**config.mk**
```make
export PLATFORM = sky130hd
export DESIGN_NAME = wb_arbiter_flat
export DESIGN_NICKNAME = d
export VERILOG_FILES = /design/src/rtl/wb_pkg.sv /design/src/rtl/wb_arbiter_if.sv /design/src/rtl/wb_tag_fifo.sv /design/src/rtl/wb_arbiter.sv /design/src/flat_wrapper.sv
export SDC_FILE = /design/constraint.sdc
export NUM_CORES = 1
export LEC_CHECK = 0
export CAP_MARGIN = 15
export CORE_ASPECT_RATIO = 1.4
export CORE_MARGIN = 5
export CORE_UTILIZATION = 50
export DETAILED_ROUTE_END_ITERATION = 6
export DONT_BUFFER_PORTS = 1
export PLACE_DENSITY = 0.68
export SLEW_MARGIN = 0
export SYNTH_ARGS = -nofsm -noshare
export SYNTH_HDL_FRONTEND = slang
export SYNTH_HIERARCHICAL = 1
export SYNTH_SLANG_ARGS = --single-unit
```
**constraint.sdc**
```tcl
create_clock -name clk -period 3.15 [get_ports clk]
set_input_delay 0.315 -clock clk [delete_from_list [all_inputs] [get_ports clk]]
set_output_delay 0.315 -clock clk [all_outputs]
set_load 0.02 [all_outputs]
```
**src/rtl/wb_pkg.sv**
```systemverilog
// Shared types for the writeback arbiter: register address, write-port request,
// and a helper that turns a candidate write into a register-file request.
package wb_pkg;

  localparam int WB_XLEN = 32;

  typedef logic [4:0] reg_addr_t;

  localparam reg_addr_t REG_ZERO = 5'd0;

  typedef struct packed {
    logic                we;
    reg_addr_t           addr;
    logic [WB_XLEN-1:0]  data;
  } wb_req_t;

  // Writes to x0 collapse to an all-zero request so they never reach the register file.
  function automatic wb_req_t make_req(input logic valid, input reg_addr_t addr,
                                       input logic [WB_XLEN-1:0] data);
    wb_req_t r;
    r = '0;
    if (valid && addr != REG_ZERO) begin
      r.we   = 1'b1;
      r.addr = addr;
      r.data = data;
    end
    return r;
  endfunction

endpackage

```
**src/rtl/wb_arbiter_if.sv**
```systemverilog
// Bus bundle between execute/memory side and the writeback arbiter.
// Forwarding signals exist only when WB_FWD_EN is defined.
interface wb_arbiter_if #(
  parameter int XLEN = 32
);
  import wb_pkg::*;

  logic             alu_valid;
  reg_addr_t        alu_rd;
  logic [XLEN-1:0]  alu_data;
  logic             load_req_valid;
  reg_addr_t        load_req_rd;
  logic             load_req_ready;
  logic             load_rsp_valid;
  logic [XLEN-1:0]  load_rsp_data;
  logic             load_rsp_ready;
  logic [31:0]      busy;
  logic             write_enable;
  reg_addr_t        write_address;
  logic [XLEN-1:0]  write_data;
`ifdef WB_FWD_EN
  reg_addr_t        rd_addr1;
  reg_addr_t        rd_addr2;
  logic             fwd_valid1;
  logic             fwd_valid2;
  logic [XLEN-1:0]  fwd_data1;
  logic [XLEN-1:0]  fwd_data2;

  modport slave (
    input  alu_valid, alu_rd, alu_data, load_req_valid, load_req_rd,
           load_rsp_valid, load_rsp_data, rd_addr1, rd_addr2,
    output load_req_ready, load_rsp_ready, busy, write_enable, write_address,
           write_data, fwd_valid1, fwd_valid2, fwd_data1, fwd_data2
  );
  modport master (
    output alu_valid, alu_rd, alu_data, load_req_valid, load_req_rd,
           load_rsp_valid, load_rsp_data, rd_addr1, rd_addr2,
    input  load_req_ready, load_rsp_ready, busy, write_enable, write_address,
           write_data, fwd_valid1, fwd_valid2, fwd_data1, fwd_data2
  );
`else
  modport slave (
    input  alu_valid, alu_rd, alu_data, load_req_valid, load_req_rd,
           load_rsp_valid, load_rsp_data,
    output load_req_ready, load_rsp_ready, busy, write_enable, write_address,
           write_data
  );
  modport master (
    output alu_valid, alu_rd, alu_data, load_req_valid, load_req_rd,
           load_rsp_valid, load_rsp_data,
    input  load_req_ready, load_rsp_ready, busy, write_enable, write_address,
           write_data
  );
`endif

endinterface

```
**src/rtl/wb_tag_fifo.sv**
```systemverilog
// Destination-tag FIFO for outstanding loads; pointers carry an extra wrap bit
// so full and empty are distinguishable without a counter.
module wb_tag_fifo #(
  parameter int DEPTH = 4,
  parameter int WIDTH = 5
) (
  input  logic             clk,
  input  logic             rst_n,
  input  logic             push,
  input  logic [WIDTH-1:0] push_data,
  input  logic             pop,
  output logic [WIDTH-1:0] head_data,
  output logic             full,
  output logic             empty
);
  localparam int AW = $clog2(DEPTH);

  logic [WIDTH-1:0] mem [DEPTH];
  logic [AW:0]      wr_ptr_reg;
  logic [AW:0]      rd_ptr_reg;
  logic             do_push;
  logic             do_pop;

  assign empty     = (wr_ptr_reg == rd_ptr_reg);
  assign full      = (wr_ptr_reg[AW] != rd_ptr_reg[AW]) &&
                     (wr_ptr_reg[AW-1:0] == rd_ptr_reg[AW-1:0]);
  assign do_push   = push && !full;
  assign do_pop    = pop && !empty;
  assign head_data = mem[rd_ptr_reg[AW-1:0]];

  always_ff @(posedge clk) begin
    if (do_push) mem[wr_ptr_reg[AW-1:0]] <= push_data;
  end

  always_ff @(posedge clk or negedge rst_n) begin
    if (!rst_n) begin
      wr_ptr_reg <= '0;
      rd_ptr_reg <= '0;
    end else begin
      if (do_push) wr_ptr_reg <= wr_ptr_reg + 1'b1;
      if (do_pop)  rd_ptr_reg <= rd_ptr_reg + 1'b1;
    end
  end

endmodule

```
**src/rtl/wb_arbiter.sv**
```systemverilog
// Writeback arbiter: ALU results beat load responses, which park in a one-entry
// hold register when they lose. Optional forwarding is enabled by WB_FWD_EN.
module wb_arbiter
  import wb_pkg::*;
#(
  parameter int XLEN      = WB_XLEN,
  parameter int TAG_DEPTH = 4
) (
  input  logic        clk,
  input  logic        rst_n,
  wb_arbiter_if.slave bus
);
  logic        fifo_full;
  logic        fifo_empty;
  reg_addr_t   tag_head;
  logic        req_ready;
  logic        issue;
  logic        rsp_accept;
  wb_req_t     alu_req;
  wb_req_t     rsp_req;
  wb_req_t     wr_next;
  wb_req_t     wr_reg;
  wb_req_t     hold_next;
  wb_req_t     hold_reg;
  logic [31:0] busy_next;
  logic [31:0] busy_reg;

  // Ready depends only on state and the requested rd, never on the response side.
  assign req_ready          = !fifo_full && !busy_reg[bus.load_req_rd];
  assign issue              = bus.load_req_valid && req_ready;
  assign rsp_accept         = bus.load_rsp_valid && !hold_reg.we && !fifo_empty;
  assign bus.load_req_ready = req_ready;
  assign bus.load_rsp_ready = !hold_reg.we;

  wb_tag_fifo #(
    .DEPTH (TAG_DEPTH),
    .WIDTH ($bits(reg_addr_t))
  ) u_tag_fifo (
    .clk       (clk),
    .rst_n     (rst_n),
    .push      (issue),
    .push_data (bus.load_req_rd),
    .pop       (rsp_accept),
    .head_data (tag_head),
    .full      (fifo_full),
    .empty     (fifo_empty)
  );

  assign alu_req = make_req(1'b1, bus.alu_rd, WB_XLEN'(bus.alu_data));
  assign rsp_req = make_req(1'b1, tag_head, WB_XLEN'(bus.load_rsp_data));

  always_comb begin
    wr_next   = '0;
    hold_next = hold_reg;
    if (bus.alu_valid) begin
      wr_next = alu_req;
      if (rsp_accept) hold_next = rsp_req;
    end else if (hold_reg.we) begin
      wr_next   = hold_reg;
      hold_next = '0;
    end else if (rsp_accept) begin
      wr_next = rsp_req;
    end

    // Clear on commit first so a same-edge reissue to that rd keeps it busy.
    busy_next = busy_reg;
    if (wr_reg.we) busy_next[wr_reg.addr] = 1'b0;
    if (issue && bus.load_req_rd != REG_ZERO) busy_next[bus.load_req_rd] = 1'b1;
    busy_next[0] = 1'b0;
  end

  always_ff @(posedge clk or negedge rst_n) begin
    if (!rst_n) begin
      wr_reg   <= '0;
      hold_reg <= '0;
      busy_reg <= '0;
    end else begin
      wr_reg   <= wr_next;
      hold_reg <= hold_next;
      busy_reg <= busy_next;
    end
  end

  assign bus.busy          = busy_reg;
  assign bus.write_enable  = wr_reg.we;
  assign bus.write_address = wr_reg.addr;
  assign bus.write_data    = wr_reg.data[XLEN-1:0];

`ifdef WB_FWD_EN
  assign bus.fwd_valid1 = wr_reg.we && (wr_reg.addr == bus.rd_addr1) && (bus.rd_addr1 != REG_ZERO);
  assign bus.fwd_valid2 = wr_reg.we && (wr_reg.addr == bus.rd_addr2) && (bus.rd_addr2 != REG_ZERO);
  assign bus.fwd_data1  = wr_reg.data[XLEN-1:0];
  assign bus.fwd_data2  = wr_reg.data[XLEN-1:0];
`endif

endmodule

```
**src/flat_wrapper.sv**
```systemverilog
// flat-port wrapper written by rule: the top's interface ports become plain ports
module wb_arbiter_flat import wb_pkg::*;
#(
  parameter int XLEN      = WB_XLEN,
  parameter int TAG_DEPTH = 4
)
  (clk, rst_n, bus_alu_valid, bus_alu_rd, bus_alu_data, bus_load_req_valid, bus_load_req_rd, bus_load_rsp_valid, bus_load_rsp_data, bus_load_req_ready, bus_load_rsp_ready, bus_busy, bus_write_enable, bus_write_address, bus_write_data);
  wb_arbiter_if #(.XLEN(XLEN)) bus_i ();
  input  logic clk;
  input  logic rst_n;
  input wire logic [$bits(bus_i.alu_valid)-1:0] bus_alu_valid;
  input wire logic [$bits(bus_i.alu_rd)-1:0] bus_alu_rd;
  input wire logic [$bits(bus_i.alu_data)-1:0] bus_alu_data;
  input wire logic [$bits(bus_i.load_req_valid)-1:0] bus_load_req_valid;
  input wire logic [$bits(bus_i.load_req_rd)-1:0] bus_load_req_rd;
  input wire logic [$bits(bus_i.load_rsp_valid)-1:0] bus_load_rsp_valid;
  input wire logic [$bits(bus_i.load_rsp_data)-1:0] bus_load_rsp_data;
  output wire logic [$bits(bus_i.load_req_ready)-1:0] bus_load_req_ready;
  output wire logic [$bits(bus_i.load_rsp_ready)-1:0] bus_load_rsp_ready;
  output wire logic [$bits(bus_i.busy)-1:0] bus_busy;
  output wire logic [$bits(bus_i.write_enable)-1:0] bus_write_enable;
  output wire logic [$bits(bus_i.write_address)-1:0] bus_write_address;
  output wire logic [$bits(bus_i.write_data)-1:0] bus_write_data;
  assign bus_i.alu_valid = bus_alu_valid;
  assign bus_i.alu_rd = bus_alu_rd;
  assign bus_i.alu_data = bus_alu_data;
  assign bus_i.load_req_valid = bus_load_req_valid;
  assign bus_i.load_req_rd = bus_load_req_rd;
  assign bus_i.load_rsp_valid = bus_load_rsp_valid;
  assign bus_i.load_rsp_data = bus_load_rsp_data;
  assign bus_load_req_ready = bus_i.load_req_ready;
  assign bus_load_rsp_ready = bus_i.load_rsp_ready;
  assign bus_busy = bus_i.busy;
  assign bus_write_enable = bus_i.write_enable;
  assign bus_write_address = bus_i.write_address;
  assign bus_write_data = bus_i.write_data;
  wb_arbiter #(.XLEN(XLEN), .TAG_DEPTH(TAG_DEPTH)) u_core (.clk(clk), .rst_n(rst_n), .bus(bus_i));
endmodule
```
==> results.py <==
metrics = {
    "synthesis": {
        "postSynthAreaPerCell_sq_um": 12.3,
        "yosys_register_bits": 133,
        "syn-instance-count": 488,
        "async_reset_ff_frac": 0.850,
        "synth_edf_count": 20,
        "synth-seq-area-share": 0.569,
        "synth-main-ff-cell": "dfrtp_1",
        "yosys_warnings": 6,
        "syn-num-nets": 572,
        "synth_cell_type_count": 58,
        "synth_area_sq_um": 6030,
    },
    "floorplanning": {
        "start_util": 0.510,
        "die_y_um": 140,
        "die-area_sq_um": 14400,
        "io_pins": 151,
        "core_sq_um": 11800,
        "row_count": 47,
        "die_width_um": 103,
    },
    "critical_path": {
        "crit_path_top_delay_cell": "mux4_2",
        "crit_fanout": 32,
        "required_ns": 3.44,
        "critical_path.max_stage_delay_ns": 0.59,
        "path_cells": "mux4_2, or4_1, nor2_1, nor3b_4, buf_4, a222oi_1, inv_1",
        "crit_path_start_kind": "flip-flop",
        "crit_type": "reg2reg",
        "cp.arrival_ns": 3.19,
        "endpoint_kind": "flip-flop",
    },
    "clocking": {
        "post_cts_buffers": 0,
        "cts.reportedPaths.clkPinSlew_ns": 0.06,
        "numCtsBuffers": 17,
        "clock_latency_ns": 0.42,
        "cts_resized": 0,
        "clock_sinks": 133,
        "cts_buffer_depth": 2,
        "htree_num_levels": 4,
        "cts_tree": "done",
        "ctsRootBufferMaster": "clkbuf_16",
    },
    "status": {
        "outcome": "finished, final reports clean",
    },
    "route": {
        "dr_total_vias": 4314,
        "drtIter0Drc": 382,
        "detail-route-antenna-nets": 0,
        "drt-total-wl_mm": 15.7,
        "drt_pre_antenna_iters": 6,
        "vias_per_cell": 6.64,
        "drt-wirelength-per-cell_um": 24.2,
        "drc": 0,
    },
    "power": {
        "p_leak_nw": 2.91,
        "p_per_area_nw_per_um2": 1020,
        "ir_drop_mv": 0.522,
    },
    "placed_design": {
        "portBuffers": 0,
        "dpl_worst_slack_ns": 0.222,
        "dp_hpwl_mm": 10.5,
        "postPlaceCellArea_sq_um": 6100,
        "post-place-cells": 609,
        "place.gp.congestion": 0.843,
    },
    "grt": {
        "grt_pass1_wl_mm": 24.8,
        "antenna_found_initial": 0,
        "grt_usage": 0.226,
        "grt_max_degree": 114,
        "grt_pass1_vias": 4493,
        "grt-ovfl-total": 0,
    },
    "timing": {
        "slew_headroom": 0.222,
        "clock.fmax_mhz": 345,
        "setup_viol": 0,
        "finalMaxSlewViolations": 0,
        "worst_hold_slack_ns": 0.0252,
        "skew_ns": 0.0167,
        "rsz0062_at_grt": "no",
        "worst_slack_ns": 0.252,
        "period_share": 0.920,
        "finalCriticalPeriod_ns": 2.90,
        "hold_viol": 0,
        "worst_slew_pin_slew_ns": 1.17,
        "tns_ns": 0,
    },
    "final_layout": {
        "final_layout_size_suffix_gt1_frac": 0.163,
        "finalNetCount": 574,
        "fin_cells": 650,
        "largest_reg_flops": 38,
        "diodes": 0,
        "area_growth_pct": 12.9,
        "postLayoutCellArea_sq_um": 6800,
    },
    "flow_run": {
        "maxCapViolCount": 0,
    },
    "worst_hold_path": {
        "hold_path_class": "in2reg",
    },
}
[per-layer routing]
| layer | track usage | part of all wire | routed length, um | vias up |
|---|---|---|---|---|
| li1 | - | - | - | 1856 |
| met1 | 0.248 | 0.34 | 5300 | 2178 |
| met2 | 0.385 | 0.53 | 8380 | 229 |
| met3 | 0.0741 | 0.095 | 1500 | 51 |
| met4 | 0.111 | 0.036 | 565 | 0 |
| met5 | 0 | 0 | 0 | - |
[cell usage in the layout (no fill, tap or decap), drive strengths merged, types with 4 or more instances in the layout]
| cell | n |
|---|---|
| a21oi | 5 |
| nand3 | 5 |
| buf | 9 |
| inv | 45 |
| clkinv | 4 |
| nand2b | 8 |
| mux2i | 10 |
| a22o | 32 |
| or3b | 4 |
| ha | 5 |
| a222oi | 32 |
| dfrtp | 113 |
| o41ai | 11 |
| nand2 | 24 |
| xnor2 | 5 |
| edfxtp | 20 |
| nor2b | 4 |
| and3 | 4 |
| xor2 | 4 |
| nor3 | 4 |
| clkbuf | 17 |
| nand3b | 7 |
| mux4 | 7 |
| a22oi | 5 |
| dlygate4sd3 | 8 |
| nor2 | 10 |
| o31ai | 13 |
| o21ai | 54 |
[cell type report]
cell class | instances | area (sq um)
multi-input combinational | 282 | 2280
sequential | 133 | 3430
timing repair buffer | 17 | 168
clock buffer | 17 | 425
inverter | 39 | 146
clock inverter | 15 | 168
tap | 147 | 184
fill | 934 | 5020
[worst paths after layout]
path | from | to | slack, ns | cells after the start
worst max-delay path | u_core/u_tag_fifo/rd_ptr_reg[0]$_DFFE_PN0P_ | u_core/bus.write_data[1]$_DFF_PN0_ | 0.25 | 7
worst min-delay path | bus_load_rsp_data[5] | u_core/hold_reg[5]$_DFFE_PN0P_ | 0.03 | 1
worst max register to register | u_core/u_tag_fifo/rd_ptr_reg[0]$_DFFE_PN0P_ | u_core/bus.write_data[1]$_DFF_PN0_ | 0.25 | 7
worst min register to register | u_core/hold_reg[13]$_DFFE_PN0P_ | u_core/bus.write_data[13]$_DFF_PN0_ | 0.50 | 2
max in group asynchronous | rst_n | u_core/u_tag_fifo/wr_ptr_reg[1]$_DFFE_PN0P_ | 2.21 | 2
min in group asynchronous | rst_n | u_core/hold_reg[25]$_DFFE_PN0P_ | 0.50 | 2
[through the flow]
| stage | utilization | total power, mW |
|---|---|---|
| finish | 0.576 | 6.93 |
| global route | 0.576 | 7.30 |
| CTS | 0.575 | 6.97 |
| detailed placement | 0.516 | 4.92 |
| global placement | 0.516 | 4.84 |
| floorplan | - | 4.44 |
[power by group]
group	internal [mW]	leakage, nW	total [mW]	switching [mW]
sequential	2.29	1.57	3.15	0.861
clock	1.18	0.284	1.98	0.796
combinational	0.796	1.06	1.80	1.01
total	4.27	2.91	6.93	2.66
[synth_stat cells, types with 3 or more instances]
master | instances | area, sq um
mux4_2 | 7 | 158
o31ai_2 | 4 | 50.1
a222oi_1 | 32 | 320
nor2b_1 | 4 | 25.0
nand3b_1 | 6 | 45.0
buf_4 | 3 | 22.5
buf_6 | 4 | 45.0
mux2i_1 | 10 | 100
nand2b_1 | 8 | 50.1
nand3_1 | 3 | 15.0
o21ai_0 | 42 | 210
clkbuf_1 | 17 | 63.8
a22o_1 | 32 | 280
o41ai_2 | 8 | 130
nand2_1 | 24 | 90.1
nor3_1 | 4 | 20.0
o21ai_1 | 12 | 60.1
ha_1 | 5 | 62.6
dfrtp_1 | 113 | 2830
and3_1 | 4 | 25.0
inv_1 | 39 | 146
nor2_1 | 10 | 37.5
o41ai_1 | 3 | 26.3
edfxtp_1 | 20 | 601
xnor2_1 | 4 | 35.0
a22oi_1 | 5 | 37.5
nand4_1 | 3 | 18.8
or3b_2 | 3 | 26.3
o31ai_1 | 9 | 67.6
a21oi_1 | 4 | 20.0
buf_2 | 9 | 45.0
[logic make-up after synthesis]
logic type      after synthesis  synth area share
other cells                   1          0.000622
mux                          18            0.0446
flops                       133             0.569
compound gates              165             0.221
fa+ha+maj                     5            0.0104
buf+inv                      73            0.0542
simple gates                 84            0.0839
xor+xnor                      9            0.0168
[critical path: cells and delay by family, from the launching register on]
kind / cells / cell delay (ns)
buffers and inverters: 2 / 0.33
and+or+nand+nor: 3 / 0.89
AOI/OAI and AO/OA: 1 / 0.41
DFF: 1 / 0.54
muxes: 1 / 0.59
[what timing repair did]
item,4_1_cts,5_1_grt
hold buffers,8,1
hold endpoints to repair,140,1
endpoints found under the setup margin,0,0
Note: power is estimated with default switching activity, not from simulation.
